===== src/rtl/sseg_scan_decoder.sv =====
`default_nettype none
// ============================================================================
// Module   : sseg_scan_decoder
// Purpose  : Watches a multiplexed 4-digit seven-segment drive (active-low
//            anodes plus active-low segment byte) and rebuilds the displayed
//            content. It decodes each stable digit to a symbol code,
//            assembles complete 4-digit frames and tracks the position and
//            step direction of a rotating square.
// Ports    : clk, rst_n        - clock, asynchronous active-low reset
//            an[3:0]           - anode select, bit i low selects digit i
//            sseg[7:0]         - segments {dp,g,f,e,d,c,b,a}, active-low
//            sym[19:0]         - symbol code per digit, digit i at [5i+4:5i]
//            dp[3:0]           - decimal point per digit, 1 = lit
//            sym_valid         - pulse per accepted digit
//            active_digit[1:0] - index of the last accepted digit
//            frame_valid       - pulse when all 4 digits updated since last frame
//            pos[2:0]          - last decoded square position
//            pos_valid         - pulse when pos updates
//            cw_step/ccw_step  - pulse on a +1 / -1 (mod 8) position move
//            jump              - pulse on any other position change
//            err               - pulse when an accepted anode has 2+ bits low
// Revision : 1.0 - initial release
// ============================================================================
module sseg_scan_decoder #(
   parameter int unsigned STABLE_CYCLES = 4
) (
   input  logic        clk,
   input  logic        rst_n,
   input  logic [3:0]  an,
   input  logic [7:0]  sseg,
   output logic [19:0] sym,
   output logic [3:0]  dp,
   output logic        sym_valid,
   output logic [1:0]  active_digit,
   output logic        frame_valid,
   output logic [2:0]  pos,
   output logic        pos_valid,
   output logic        cw_step,
   output logic        ccw_step,
   output logic        jump,
   output logic        err
);

   localparam logic [7:0] CNT_ACCEPT = 8'(STABLE_CYCLES - 1);
   localparam logic [7:0] CNT_MAX    = 8'(STABLE_CYCLES);
   localparam logic [4:0] SYM_TOP    = 5'h10;
   localparam logic [4:0] SYM_BOTTOM = 5'h11;
   localparam logic [4:0] SYM_BLANK  = 5'h12;
   localparam logic [4:0] SYM_BAD    = 5'h1F;

   // 7-bit gfedcba pattern to symbol code
   function automatic logic [4:0] decode_sym(input logic [6:0] seg);
      logic [4:0] code;
      case (seg)
         7'h40:   code = 5'h00;
         7'h79:   code = 5'h01;
         7'h24:   code = 5'h02;
         7'h30:   code = 5'h03;
         7'h19:   code = 5'h04;
         7'h12:   code = 5'h05;
         7'h02:   code = 5'h06;
         7'h78:   code = 5'h07;
         7'h00:   code = 5'h08;
         7'h10:   code = 5'h09;
         7'h08:   code = 5'h0A;
         7'h03:   code = 5'h0B;
         7'h46:   code = 5'h0C;
         7'h21:   code = 5'h0D;
         7'h06:   code = 5'h0E;
         7'h0E:   code = 5'h0F;
         7'h1C:   code = SYM_TOP;
         7'h23:   code = SYM_BOTTOM;
         7'h7F:   code = SYM_BLANK;
         default: code = SYM_BAD;
      endcase
      return code;
   endfunction

   // Square walks clockwise: top row left-to-right is d0..d3 seen from the
   // wrap point, bottom row runs d0..d3 and the top returns d3..d1.
   function automatic logic [2:0] square_pos(input logic [1:0] digit, input logic bottom);
      logic [2:0] p;
      case ({digit, bottom})
         3'b00_0: p = 3'd0;
         3'b00_1: p = 3'd1;
         3'b01_1: p = 3'd2;
         3'b10_1: p = 3'd3;
         3'b11_1: p = 3'd4;
         3'b11_0: p = 3'd5;
         3'b10_0: p = 3'd6;
         default: p = 3'd7;   // d1 top
      endcase
      return p;
   endfunction

   logic [11:0] hold_q,        hold_d;
   logic [7:0]  cnt_q,         cnt_d;
   logic [19:0] sym_q,         sym_d;
   logic [3:0]  dp_q,          dp_d;
   logic        sym_valid_q,   sym_valid_d;
   logic [1:0]  active_q,      active_d;
   logic [3:0]  mask_q,        mask_d;
   logic        frame_valid_q, frame_valid_d;
   logic [2:0]  pos_q,         pos_d;
   logic        pos_valid_q,   pos_valid_d;
   logic        prev_valid_q,  prev_valid_d;
   logic        cw_q,          cw_d;
   logic        ccw_q,         ccw_d;
   logic        jump_q,        jump_d;
   logic        err_q,         err_d;

   logic        accept;
   logic        single;
   logic        multi;
   logic [1:0]  idx;
   logic [4:0]  code;
   logic [3:0]  mask_new;
   logic [2:0]  pos_new;
   logic [2:0]  delta;

   always_comb begin
      hold_d        = hold_q;
      cnt_d         = cnt_q;
      sym_d         = sym_q;
      dp_d          = dp_q;
      sym_valid_d   = 1'b0;
      active_d      = active_q;
      mask_d        = mask_q;
      frame_valid_d = 1'b0;
      pos_d         = pos_q;
      pos_valid_d   = 1'b0;
      prev_valid_d  = prev_valid_q;
      cw_d          = 1'b0;
      ccw_d         = 1'b0;
      jump_d        = 1'b0;
      err_d         = 1'b0;
      single        = 1'b0;
      multi         = 1'b0;
      idx           = 2'd0;
      mask_new      = mask_q;
      pos_new       = pos_q;
      delta         = 3'd0;

      // Stability filter; the counter saturates so a long run accepts once
      if ({an, sseg} != hold_q) begin
         hold_d = {an, sseg};
         cnt_d  = 8'd1;
      end else if (cnt_q < CNT_MAX) begin
         cnt_d  = cnt_q + 8'd1;
      end
      accept = ({an, sseg} == hold_q) && (cnt_q == CNT_ACCEPT);

      code = decode_sym(hold_q[6:0]);

      case (hold_q[11:8])
         4'b1110: begin single = 1'b1; idx = 2'd0; end
         4'b1101: begin single = 1'b1; idx = 2'd1; end
         4'b1011: begin single = 1'b1; idx = 2'd2; end
         4'b0111: begin single = 1'b1; idx = 2'd3; end
         4'b1111: ;                    // idle: nothing driven
         default: multi = 1'b1;
      endcase

      if (accept && single) begin
         for (int d = 0; d < 4; d++) begin
            if (idx == 2'(d)) begin
               sym_d[5*d +: 5] = code;
               dp_d[d]         = ~hold_q[7];
            end
         end
         sym_valid_d = 1'b1;
         active_d    = idx;
         mask_new    = mask_q | (4'b0001 << idx);
         if (mask_new == 4'hF) begin
            frame_valid_d = 1'b1;
            mask_d        = 4'h0;
         end else begin
            mask_d        = mask_new;
         end

         if ((code == SYM_TOP) || (code == SYM_BOTTOM)) begin
            pos_new      = square_pos(idx, code == SYM_BOTTOM);
            pos_d        = pos_new;
            pos_valid_d  = 1'b1;
            prev_valid_d = 1'b1;
            // 3-bit subtraction gives the move modulo 8
            delta        = pos_new - pos_q;
            if (prev_valid_q) begin
               case (delta)
                  3'd0:    ;
                  3'd1:    cw_d   = 1'b1;
                  3'd7:    ccw_d  = 1'b1;
                  default: jump_d = 1'b1;
               endcase
            end
         end
      end else if (accept && multi) begin
         err_d = 1'b1;
      end
   end

   always_ff @(posedge clk or negedge rst_n) begin
      if (!rst_n) begin
         hold_q        <= 12'hFFF;
         cnt_q         <= 8'd0;
         sym_q         <= {4{SYM_BLANK}};
         dp_q          <= 4'h0;
         sym_valid_q   <= 1'b0;
         active_q      <= 2'd0;
         mask_q        <= 4'h0;
         frame_valid_q <= 1'b0;
         pos_q         <= 3'd0;
         pos_valid_q   <= 1'b0;
         prev_valid_q  <= 1'b0;
         cw_q          <= 1'b0;
         ccw_q         <= 1'b0;
         jump_q        <= 1'b0;
         err_q         <= 1'b0;
      end else begin
         hold_q        <= hold_d;
         cnt_q         <= cnt_d;
         sym_q         <= sym_d;
         dp_q          <= dp_d;
         sym_valid_q   <= sym_valid_d;
         active_q      <= active_d;
         mask_q        <= mask_d;
         frame_valid_q <= frame_valid_d;
         pos_q         <= pos_d;
         pos_valid_q   <= pos_valid_d;
         prev_valid_q  <= prev_valid_d;
         cw_q          <= cw_d;
         ccw_q         <= ccw_d;
         jump_q        <= jump_d;
         err_q         <= err_d;
      end
   end

   assign sym          = sym_q;
   assign dp           = dp_q;
   assign sym_valid    = sym_valid_q;
   assign active_digit = active_q;
   assign frame_valid  = frame_valid_q;
   assign pos          = pos_q;
   assign pos_valid    = pos_valid_q;
   assign cw_step      = cw_q;
   assign ccw_step     = ccw_q;
   assign jump         = jump_q;
   assign err          = err_q;

endmodule
`default_nettype wire

===== config.mk =====
export PLATFORM = sky130hd
export DESIGN_NAME = sseg_scan_decoder
export DESIGN_NICKNAME = d
export VERILOG_FILES = /design/src/rtl/sseg_scan_decoder.sv
export SDC_FILE = /design/constraint.sdc
export NUM_CORES = 1
export LEC_CHECK = 0
export BUFFER_PORTS_ARGS = -buffer_cell sky130_fd_sc_hd__buf_4
export CAP_MARGIN = 5
export CORE_ASPECT_RATIO = 0.8
export CORE_MARGIN = 1.5
export CORE_UTILIZATION = 61
export DETAILED_ROUTE_END_ITERATION = 12
export PLACE_DENSITY_LB_ADDON = 0.3
export SETUP_SLACK_MARGIN = 0.4
export SLEW_MARGIN = 20
export SYNTH_ARGS = -nofsm -noshare
export SYNTH_HDL_FRONTEND = slang
export SYNTH_SLANG_ARGS = --single-unit

===== constraint.sdc =====
create_clock -name clk -period 7.37 [get_ports clk]
set_input_delay 1.474 -clock clk [delete_from_list [all_inputs] [get_ports clk]]
set_output_delay 1.474 -clock clk [all_outputs]
set_load 0.02 [all_outputs]

==> flow_summary.ini, run 1 <==
[global_route]
grt_overflow = 0
grt_pass1_wl_um = 12500
grt_pass1_vias = 2506
grt_usage_pct = 28.5
antenna_found_initial = 0
grt_max_degree = 62

[clock_network]
path_clk_slew_ns = 0.07
cts_made_buffers = 9
root_buffer = clkbuf_8
cts_tree = yes
numClockSinks = 61
clkLatencyLatePin_ns = 0.34
hold_buffers = 0
cts_resized = 0
postCtsSetupBuffers = 0
htree_levels = 3
clk_path_buf_depth = 2

[timing]
worst_clock_skew_ns = 0.00788
finalSetupViolations = 0
relSlewSlack_pct = 42.5
drv_slew = 0
min_period_ns = 3.66
post-route-period-util_pct = 49.7
finalSetupTns_ns = 0
worst_pin_slew_ns = 0.860
finalHoldViolations = 0
max_freq_ghz = 0.273
rsz0062_at_grt = no

[power]
power_leakage_uw = 0.00172
power.internal_uw = 494
power.density_nw_per_um2 = 181
p_sw_uw = 173
p_seq_share_pct = 53.2
pwr-share-comb_pct = 8.1
p_sw_share_pct = 26.0
clkPwrFrac_pct = 38.7
vdd_ir_drop_max_v = 0.000152

[floorplan]
core_area_um2 = 5040
die_x_um = 84.2
rows = 23
die_h_um = 67.9
start_util_pct = 63.9
die_area_um2 = 5720
pin_count = 50

[worst_setup_path]
end_kind = flop
setup.worst_path.start_class = input pin
cp_top_family = simple AND/OR/NAND/NOR gates
cpMaxStageDelayCell = or4_1
worstPathCellList = buf_4, xor2_1, nor4_2, nand4_1, or4_1, mux2_4
crit_fanout = 12
worstPathArrival_ns = 3.89
max_stage_delay_ns = 0.88
critPathBufInv = 1
criticalPathCategory = input pin to flop
crit_required_ns = 7.60

[drt]
wl_um = 7510
first_pass_iters = 4
vias = 2568
drtAntennaViolNets = 0
vias_per_cell = 6.19
drc = 0
drt_iter0_markers = 200
wl_per_cell_um = 18.1

[final_layout]
layout.nets = 369
diodes = 0
areaGrowthSynthToFinish_pct = 14.6
fill_cells = 342
fin_cells = 415
drive_gt1_share_pct = 27.8
final_area_um2 = 3690

[placement]
placed_cells_incl_taps = 399
gp_congestion = 0.871
place_area_um2 = 3520
dp_hpwl_um = 5010
portBuffers = 49

[yosys]
ys_seq_area_share_pct = 48.2
syn_area_per_cell_um2 = 10.0
synth_nets = 342
syn_inst = 321
synth_edf_count = 0
yosysWarnings = 0
synth_ff_type = dfrtp_1
netlist_area_um2 = 3220
synth_seq_cells = 61
async_reset_ff_share_pct = 100
ys_types = 53

[outcome]
status = completed

[flow_run]
maxCapViolations = 0

[min_path]
hold_class = flop to flop
[cells in the final DEF (no fill, tap or decap), types with 3 or more instances in the layout]
cell,count
buf_4,49
dfrtp_1,41
a21oi_1,37
dfstp_2,20
nor2_1,19
xor2_1,15
nand2_1,15
inv_1,13
clkbuf_8,10
and3_1,8
and2_1,8
o21ai_0,8
nor3_1,7
a31oi_1,7
mux2i_1,6
nor3b_1,6
ha_1,6
mux2_2,5
nor4_2,4
nand4_1,4
and4_1,4
nand2b_1,4
nand3_1,4
and3b_1,3
o2111ai_1,3
clkinv_2,3
clkbuf_1,3
[worst paths after layout]
path	start	end	slack (ns)	depth (start not counted)
max	an[3]	pos[1]	3.71	6
min	prev_valid_q	prev_valid_q	0.49	2
max reg2reg	hold_q[0]	cw_step	3.91	12
min reg2reg	prev_valid_q	prev_valid_q	0.49	2
max in group asynchronous	rst_n	cnt_q[1]	5.68	1
min in group asynchronous	rst_n	ccw_step	1.19	1
[metrics by stage]
step,hold slack [ns],setup slack [ns],util (%),total power (uW)
after global placement,0.468,3.48,69.9,411
after detailed placement,0.473,3.43,69.9,413
after global routing,0.532,3.54,73.2,695
after floorplan,0.449,4.21,-,393
final,0.487,3.71,73.2,667
after CTS,0.493,3.72,73.2,671
[synthesized netlist by cell type, types with 2 or more instances]
master / n / area (um^2)
dfrtp_1: 41 / 1030
a21oi_1: 37 / 185
clkbuf_1: 26 / 97.6
dfstp_2: 20 / 526
nor2_1: 19 / 71.3
nand2_1: 15 / 56.3
xor2_1: 15 / 131
inv_1: 13 / 48.8
and2_1: 8 / 50.1
and3_1: 8 / 50.1
o21ai_0: 8 / 40.0
a31oi_1: 7 / 43.8
nor3_1: 7 / 35.0
buf_2: 6 / 30.0
ha_1: 6 / 75.1
mux2i_1: 6 / 60.1
nor3b_1: 6 / 45.0
mux2_2: 5 / 56.3
and4_1: 4 / 35.0
nand2b_1: 4 / 25.0
nand3_1: 4 / 20.0
nand4_1: 4 / 25.0
nor4_2: 4 / 50.1
and3b_1: 3 / 26.3
o2111ai_1: 3 / 26.3
a211oi_1: 2 / 15.0
a32oi_1: 2 / 17.5
a41oi_1: 2 / 17.5
mux2_4: 2 / 30.0
nand3b_1: 2 / 15.0
nor2b_1: 2 / 12.5
nor4_1: 2 / 12.5
nor4b_1: 2 / 17.5
nor4b_2: 2 / 30.0
nor4bb_1: 2 / 20.0
o211ai_1: 2 / 15.0
o31ai_1: 2 / 15.0
or3_1: 2 / 12.5
xnor2_1: 2 / 17.5
[power by group through the flow]
stage / Clock [uW] / Combinational (uW) / Sequential [uW]
after floorplan: 0 / 43.7 / 350
after global placement: 0 / 51.1 / 360
after detailed placement: 0 / 53.1 / 360
after CTS: 263 / 53.8 / 354
after global routing: 280 / 59.3 / 356
final: 258 / 53.8 / 355
[layer usage]
metal	vias to the layer above	part of all wire [%]	routed length (um)	global-route usage, %
li1	1187	-	-	-
met1	1287	43	3220	37.5
met2	80	50	3720	47.4
met3	14	6.3	474	8.20
met4	0	1.2	88	7.38
met5	-	0	0	0
[sequential cells by signal, summed over array words and instances (netlist names), 2 cells and up]
signal	cells
mask_q	4
hold_q	12
sym	20
active_digit	2
pos	3
cnt_q	8
dp	4
[worst min-delay path, delay by kind of cell (launching register included)]
kind,cells,cell delay [ns]
simple gates,1,0.06
buf+inv,1,0.07
flops,1,0.32
[area by class of cell]
type                            instances  area, um^2  share of cell area, %
Clock buffer                           13         149                   4.04
Clock inverter                          3        15.0                  0.407
Inverter                               13        48.8                   1.32
Multi-Input combinational cell        214        1480                   40.1
Sequential cell                        61        1550                   42.1
Tap cell                               62        77.6                   2.10
Timing Repair Buffer                   49         368                   9.98
[cell families (layout without fill, tap and decap cells)]
family | Yosys count | count (layout) | share of synthesized area (%)
mux | 13 | 13 | 4.55
fa+ha+maj | 7 | 7 | 2.96
buf+inv | 46 | 78 | 5.84
xor+xnor | 17 | 17 | 4.63
compound gates | 71 | 71 | 13.2
flops | 61 | 61 | 48.2
simple gates | 106 | 106 | 20.6
(Power assumes the default switching activity.)
==> run 2, diff against run 1 <==
--- a/config.mk
+++ b/config.mk
@@ -5,11 +5,12 @@
 export SDC_FILE = /design/constraint.sdc
 export NUM_CORES = 1
 export LEC_CHECK = 0
+export ABC_AREA = 1
 export BUFFER_PORTS_ARGS = -buffer_cell sky130_fd_sc_hd__buf_4
 export CAP_MARGIN = 5
 export CORE_ASPECT_RATIO = 0.8
 export CORE_MARGIN = 1.5
-export CORE_UTILIZATION = 61
+export CORE_UTILIZATION = 51
 export DETAILED_ROUTE_END_ITERATION = 12
 export PLACE_DENSITY_LB_ADDON = 0.3
 export SETUP_SLACK_MARGIN = 0.4
==> constraint.sdc (replaced) <==
create_clock -name clk -period 3.14 [get_ports clk]
set_input_delay 0.628 -clock clk [delete_from_list [all_inputs] [get_ports clk]]
set_output_delay 0.628 -clock clk [all_outputs]
set_load 0.02 [all_outputs]
==> run 2 against run 1 <==
Clock skew is 0.00086 ns higher; first-iteration DRC count is 37% lower; non-clock buffer count is 11 higher; final area is 7.5% higher; synthesized cell count is 21% higher; critical path type is now flop to flop; largest cell class unchanged; highest routed layer unchanged.
==> flow_summary.ini, run 2 <==
[placement]
gp_congestion = 0.869
dp_hpwl_um = 4670
placed_cells_incl_taps = 505
portBuffers = 49

[power]
vdd_ir_drop_max_v = 0.000271
total_power_uw = 1720
power_leakage_uw = 0.00215
power.density_nw_per_um2 = 435

[timing]
min_period_ns = 2.60
finalSetupViolations = 0
worst_clock_skew_ns = 0.00874
drv_slew = 0
worst_pin_slew_ns = 0.738
finalSetupTns_ns = 0
max_freq_ghz = 0.385
relSlewSlack_pct = 50.8
finalHoldViolations = 0
post-route-period-util_pct = 82.7
rsz0062_at_grt = no

[floorplan]
die_x_um = 90.7
start_util_pct = 53.1
pin_count = 50
die_area_um2 = 6640
die_h_um = 73.2
rows = 25
core_area_um2 = 5910

[drt]
vias = 2582
wl_um = 6530
drt_iter0_markers = 126
wl_per_cell_um = 12.3
drtAntennaViolNets = 0
vias_per_cell = 4.85
first_pass_iters = 5
drc = 0

[global_route]
top_usage_layer = met2
met2_usage_pct = 35.8
grt_pass1_vias = 2430
grt_overflow = 0
grt_use_met3_pct = 5.94
grt_pass1_wl_um = 10600
met1_usage_pct = 25.1
antenna_found_initial = 0
grt_max_degree = 62
grt_usage_pct = 21.0

[yosys]
syn_inst = 389
synth_edf_count = 0
yosysMostFrequentCell = nand2_1
yosysTopAreaCellShare_pct = 32.7
synth_seq_cells = 61
synth_top_area_cell = dfrtp_1
yosysWarnings = 0
synth_nets = 410
syn_area_per_cell_um2 = 8.07
ys_top_cells_by_count = nand2_1 (116), nor2_1 (49), inv_1 (48)
synth_area_leaders = dfrtp_1 (33%), dfstp_2 (17%), nand2_1 (14%), nor2_1 (5.9%), inv_1 (5.7%)
netlist_area_um2 = 3140
ys_seq_area_share_pct = 49.4
async_reset_ff_share_pct = 100
synth_ff_type = dfrtp_1
ys_types = 35

[final_layout]
diodes = 0
areaGrowthSynthToFinish_pct = 26.2
drive_gt1_share_pct = 32.2
layout_common_cells = nand2_1 (112), buf_4 (60), nor2_1 (48)
fin_cells = 532
register_area_um2 = 1550
layout_commonest_cell = nand2_1
largest_register_ff_count = 20
layout.nets = 467
fill_cells = 471
multi_input_area_um2 = 1420

[flow_run]
maxCapViolations = 0

[clock_network]
path_clk_slew_ns = 0.07
numClockSinks = 61
cts_made_buffers = 9
htree_levels = 3
clk_path_buf_depth = 2
root_buffer = clkbuf_8
cts_tree = yes
clkLatencyLatePin_ns = 0.35

[outcome]
status = completed

[worst_setup_path]
worstPathArrival_ns = 2.83
setup.worst_path.start_class = flop
criticalPathCategory = flop to flop
crit_fanout = 5
end_kind = flop
crit_required_ns = 3.37

[min_path]
hold_class = input pin to async pin
==> run 2: changes by cell type after synthesis, sizes merged, moves of 9 or more <==
| cell | before | now |
|---|---|---|
| a21oi | 37 | 4 |
| and2 | 9 | 0 |
| clkbuf | 26 | 12 |
| inv | 13 | 57 |
| nand2 | 15 | 120 |
| nand3 | 4 | 23 |
| nor2 | 19 | 57 |
| o21ai | 8 | 21 |
| xor2 | 15 | 1 |
==> run 2: kinds of logic after synthesis <==
kind of cell	count (synthesis)	share of synthesized area, %
and+or+nand+nor	218	32.1
buffers and inverters	71	8.93
DFF	61	49.4
AOI/OAI and AO/OA	27	5.14
adders and majority gates	7	3.03
xor gates and xnor gates	5	1.39
==> run 2: per-layer routing <==
| layer | vias to the layer above | wire length, um |
|---|---|---|
| li1 | 1313 | - |
| met1 | 1201 | 2890 |
| met2 | 60 | 3250 |
| met3 | 8 | 309 |
| met4 | 0 | 76 |
| met5 | - | 0 |
==> run 2: timing repair <==
| action | in CTS | in global routing |
|---|---|---|
| setup endpoints to repair | 3 | 3 |
| resized for setup | 7 | 23 |
| hold buffers | 0 | 0 |
| pin swaps | 1 | 12 |
| setup buffers | 4 | 7 |
==> run 2: final timing paths <==
path / cells after the start / from / end / slack (ns)
worst max-delay path: 15 / hold_q[9] / jump / 0.54
worst max register to register: 15 / hold_q[9] / jump / 0.54
max in group asynchronous: 1 / rst_n / pos[1] / 2.31
min in group clk: 1 / sseg[5] / hold_q[5] / 0.40
worst min-delay path: 1 / rst_n / cnt_q[2] / 0.34
worst min register to register: 2 / sym[17] / sym[17] / 0.47
==> run 2: where the power goes <==
part / internal [uW] / switching (uW)
combinational: 51.8 / 94.6
clock: 447 / 316
sequential: 801 / 12.6
total: 1300 / 423
==> run 2: through the flow <==
| step | hold slack [ns] | area (um^2) | utilization, % | setup slack [ns] |
|---|---|---|---|---|
| floorplan | 0.332 | 3140 | - | 0.503 |
| detailed placement | 0.460 | 3550 | 60.0 | 0.240 |
| finish | 0.340 | 3960 | 67.0 | 0.544 |
| CTS | 0.352 | 3820 | 64.7 | 0.400 |
| global route | 0.377 | 3960 | 67.0 | 0.336 |
| global placement | 0.458 | 3550 | 60.0 | 0.390 |
==> run 2: area by class of cell <==
cell class / instances / share of cell area [%]
Inverter: 57 / 5.59
Tap cell: 81 / 2.56
Timing Repair Buffer: 60 / 11.4
Sequential cell: 61 / 39.2
Clock buffer: 10 / 3.22
Clock inverter: 6 / 2.18
Multi-Input combinational cell: 257 / 35.9
==> run 2: worst max-delay path, stage by stage, from the launching register on <==
cell	delay, ns
dfstp_2	0.61
nand2_2	0.08
nor3_4	0.18
nor2_4	0.10
inv_2	0.09
ha_2	0.18
nand2_1	0.06
nand2_1	0.10
nand3_2	0.10
fa_2	0.36
xor2_2	0.15
nand3b_1	0.20
nand2_1	0.11
nand2_1	0.06
nand3_1	0.06
nor2_1	0.04
==> run 3, diff against run 2 <==
==> constraint.sdc (replaced) <==
create_clock -name clk -period 2.2 [get_ports clk]
set_input_delay 0.44 -clock clk [delete_from_list [all_inputs] [get_ports clk]]
set_output_delay 0.44 -clock clk [all_outputs]
set_load 0.02 [all_outputs]
==> run 3 against run 2 <==
The run now ends with setup timing left; fmax is 3.5% lower; clock skew up 0.0061 ns; non-clock buffer count grew 44; sequential power up 43%; power is 49% higher; flip-flop and latch count is the same; largest power group unchanged.
==> flow_summary.ini, run 3 (synthesis gave the netlist of run 2 again) <==
[outcome]
status = finished with violations
violations = setup timing

[drt]
drtAntennaViolNets = 0
vias = 2948
wl_um = 8260
wl_per_cell_um = 14.3
drt_iter0_markers = 171
wl_met1_um = 3320
first_pass_iters = 4
drc = 0
wl_met3_um = 406
vias_per_cell = 5.10
wl_met2_um = 4310
top_layer = met4

[final_layout]
fill_cells = 368
drive_gt1_share_pct = 50.1
areaGrowthSynthToFinish_pct = 47.7
utilization_pct = 78.4
layout.nets = 513
multi_input_area_um2 = 1690
register_area_um2 = 1550
layout_commonest_cell = buf_4
fin_cells = 578
largest_register_ff_count = 20
diodes = 0
final_area_um2 = 4640
layout_common_cells = buf_4 (95), nand2_1 (91), inv_1 (41), dfrtp_1 (41), nor2_1 (35)

[worst_setup_path]
r2r_cells = 16
criticalPathCategory = flop to flop
crit_fanout = 4
r2r-start = hold_q[9]
r2r_slack_ns = -0.49
end_kind = flop
rr_endpoint = jump
worstPathCellList = inv_2, nand2_1, nor2_2, nor2_4, inv_4, ha_4, nor3_2, nand2_2, nand3_4, fa_2, xor2_2, nand3b_1, nand2_2, nand2_2, nand3_2, nor2_1
setup.worst_path.start_class = flop
worstPathArrival_ns = 2.97
crit_end = jump
crit_required_ns = 2.48
cpMostUsedCell = nand2_2
critPathLaunch = hold_q[9]
cpMaxStageDelayCell = dfstp_2
max_stage_delay_ns = 0.57

[timing]
post-route-period-util_pct = 122
finalSetupViolations = 4
finalHoldViolations = 0
rsz0062_at_grt = yes
min_period_ns = 2.69
fin_ws_ns = -0.489
worst_pin_slew_ns = 0.744
max_freq_ghz = 0.372
drv_slew = 0
relSlewSlack_pct = 50.4
worst_clock_skew_ns = 0.0148

[power]
power.density_nw_per_um2 = 553
total_power_uw = 2560
power_leakage_uw = 0.00247
vdd_ir_drop_max_v = 0.000412

[global_route]
grt_usage_pct = 24.4
grt_pass1_vias = 2725
grt_pass1_wl_um = 12400
grt_max_degree = 62
antenna_found_initial = 0
grt_overflow = 0

[floorplan]
pin_count = 50
start_util_pct = 53.1
die_area_um2 = 6640
core_area_um2 = 5910
die_h_um = 73.2
rows = 25
die_x_um = 90.7

[clock_network]
root_buffer = clkbuf_8
path_clk_slew_ns = 0.07
hold_buffers = 0
clk_path_buf_depth = 2
numClockSinks = 61
cts_tree = yes
htree_levels = 3
clkLatencyLatePin_ns = 0.35
cts_made_buffers = 9

[placement]
pre_cts_ws_ns = -0.413
gp_congestion = 0.892
dp_hpwl_um = 5030
place_area_um2 = 3830
portBuffers = 49
placed_cells_incl_taps = 534

[flow_run]
maxCapViolations = 0

[min_path]
hold_class = input pin to async pin
run 3: cell types whose count changed in the layout (fill, tap and decap cells not counted), sizes merged:
cell,before,now
inv,58,57
clkinv,2,7
buf,60,104
clkinvlp,1,0
clkbuf,10,9
run 3: cell type report:
type / instances / area share [%]
Clock buffer: 9 / 2.67
Multi-Input combinational cell: 257 / 36.5
Tap cell: 81 / 2.19
Timing Repair inverter: 2 / 0.324
Inverter: 57 / 5.21
Clock inverter: 7 / 1.92
Timing Repair Buffer: 104 / 17.8
Sequential cell: 61 / 33.5
run 3: routing by layer:
layer  track usage, %  up-vias
met2             43.1       87
met4             10.2        0
li1                 -     1406
met3             5.94       21
met1             28.9     1434
met5                0        -
run 3: how the worst min path moves through the flow:
stage,slack [ns],startpoint,endpoint
after floorplan,0.14,rst_n,active_digit[0]
after global placement,0.46,sym[7],sym[7]
after detailed placement,0.47,sym[16],sym[16]
after CTS,0.17,rst_n,pos[0]
after global routing,0.19,sseg[0],hold_q[0]
final,0.16,rst_n,cnt_q[7]
run 3: metrics by stage:
step / TNS (ns) / hold slack (ns)
final: -1.75 / 0.157
after detailed placement: -1.00 / 0.465
after global routing: -2.39 / 0.192
after floorplan: -0.533 / 0.144
after global placement: -0.592 / 0.460
after CTS: -1.09 / 0.174
run 3: power breakdown:
| group | total, uW | internal, uW | switching [uW] |
|---|---|---|---|
| Sequential | 1160 | 1140 | 12.7 |
| Combinational | 318 | 132 | 186 |
| Clock | 1090 | 633 | 456 |
| Total | 2560 | 1910 | 654 |
run 3: critical path, delay by kind of cell (launching register included):
kind,cells,cell delay (ns)
XOR/XNOR,1,0.16
adder cells (fa/ha/maj),2,0.41
buffers and inverters,2,0.14
AND/OR/NAND/NOR,11,1.37
flip-flops,1,0.57
run 3: what timing repair did:
item,4_1_cts,5_1_grt
setup endpoints to repair,40,42
gates resized for setup,66,46
buffers inserted,17,9
pin swaps,19,28
gates cloned,1,1
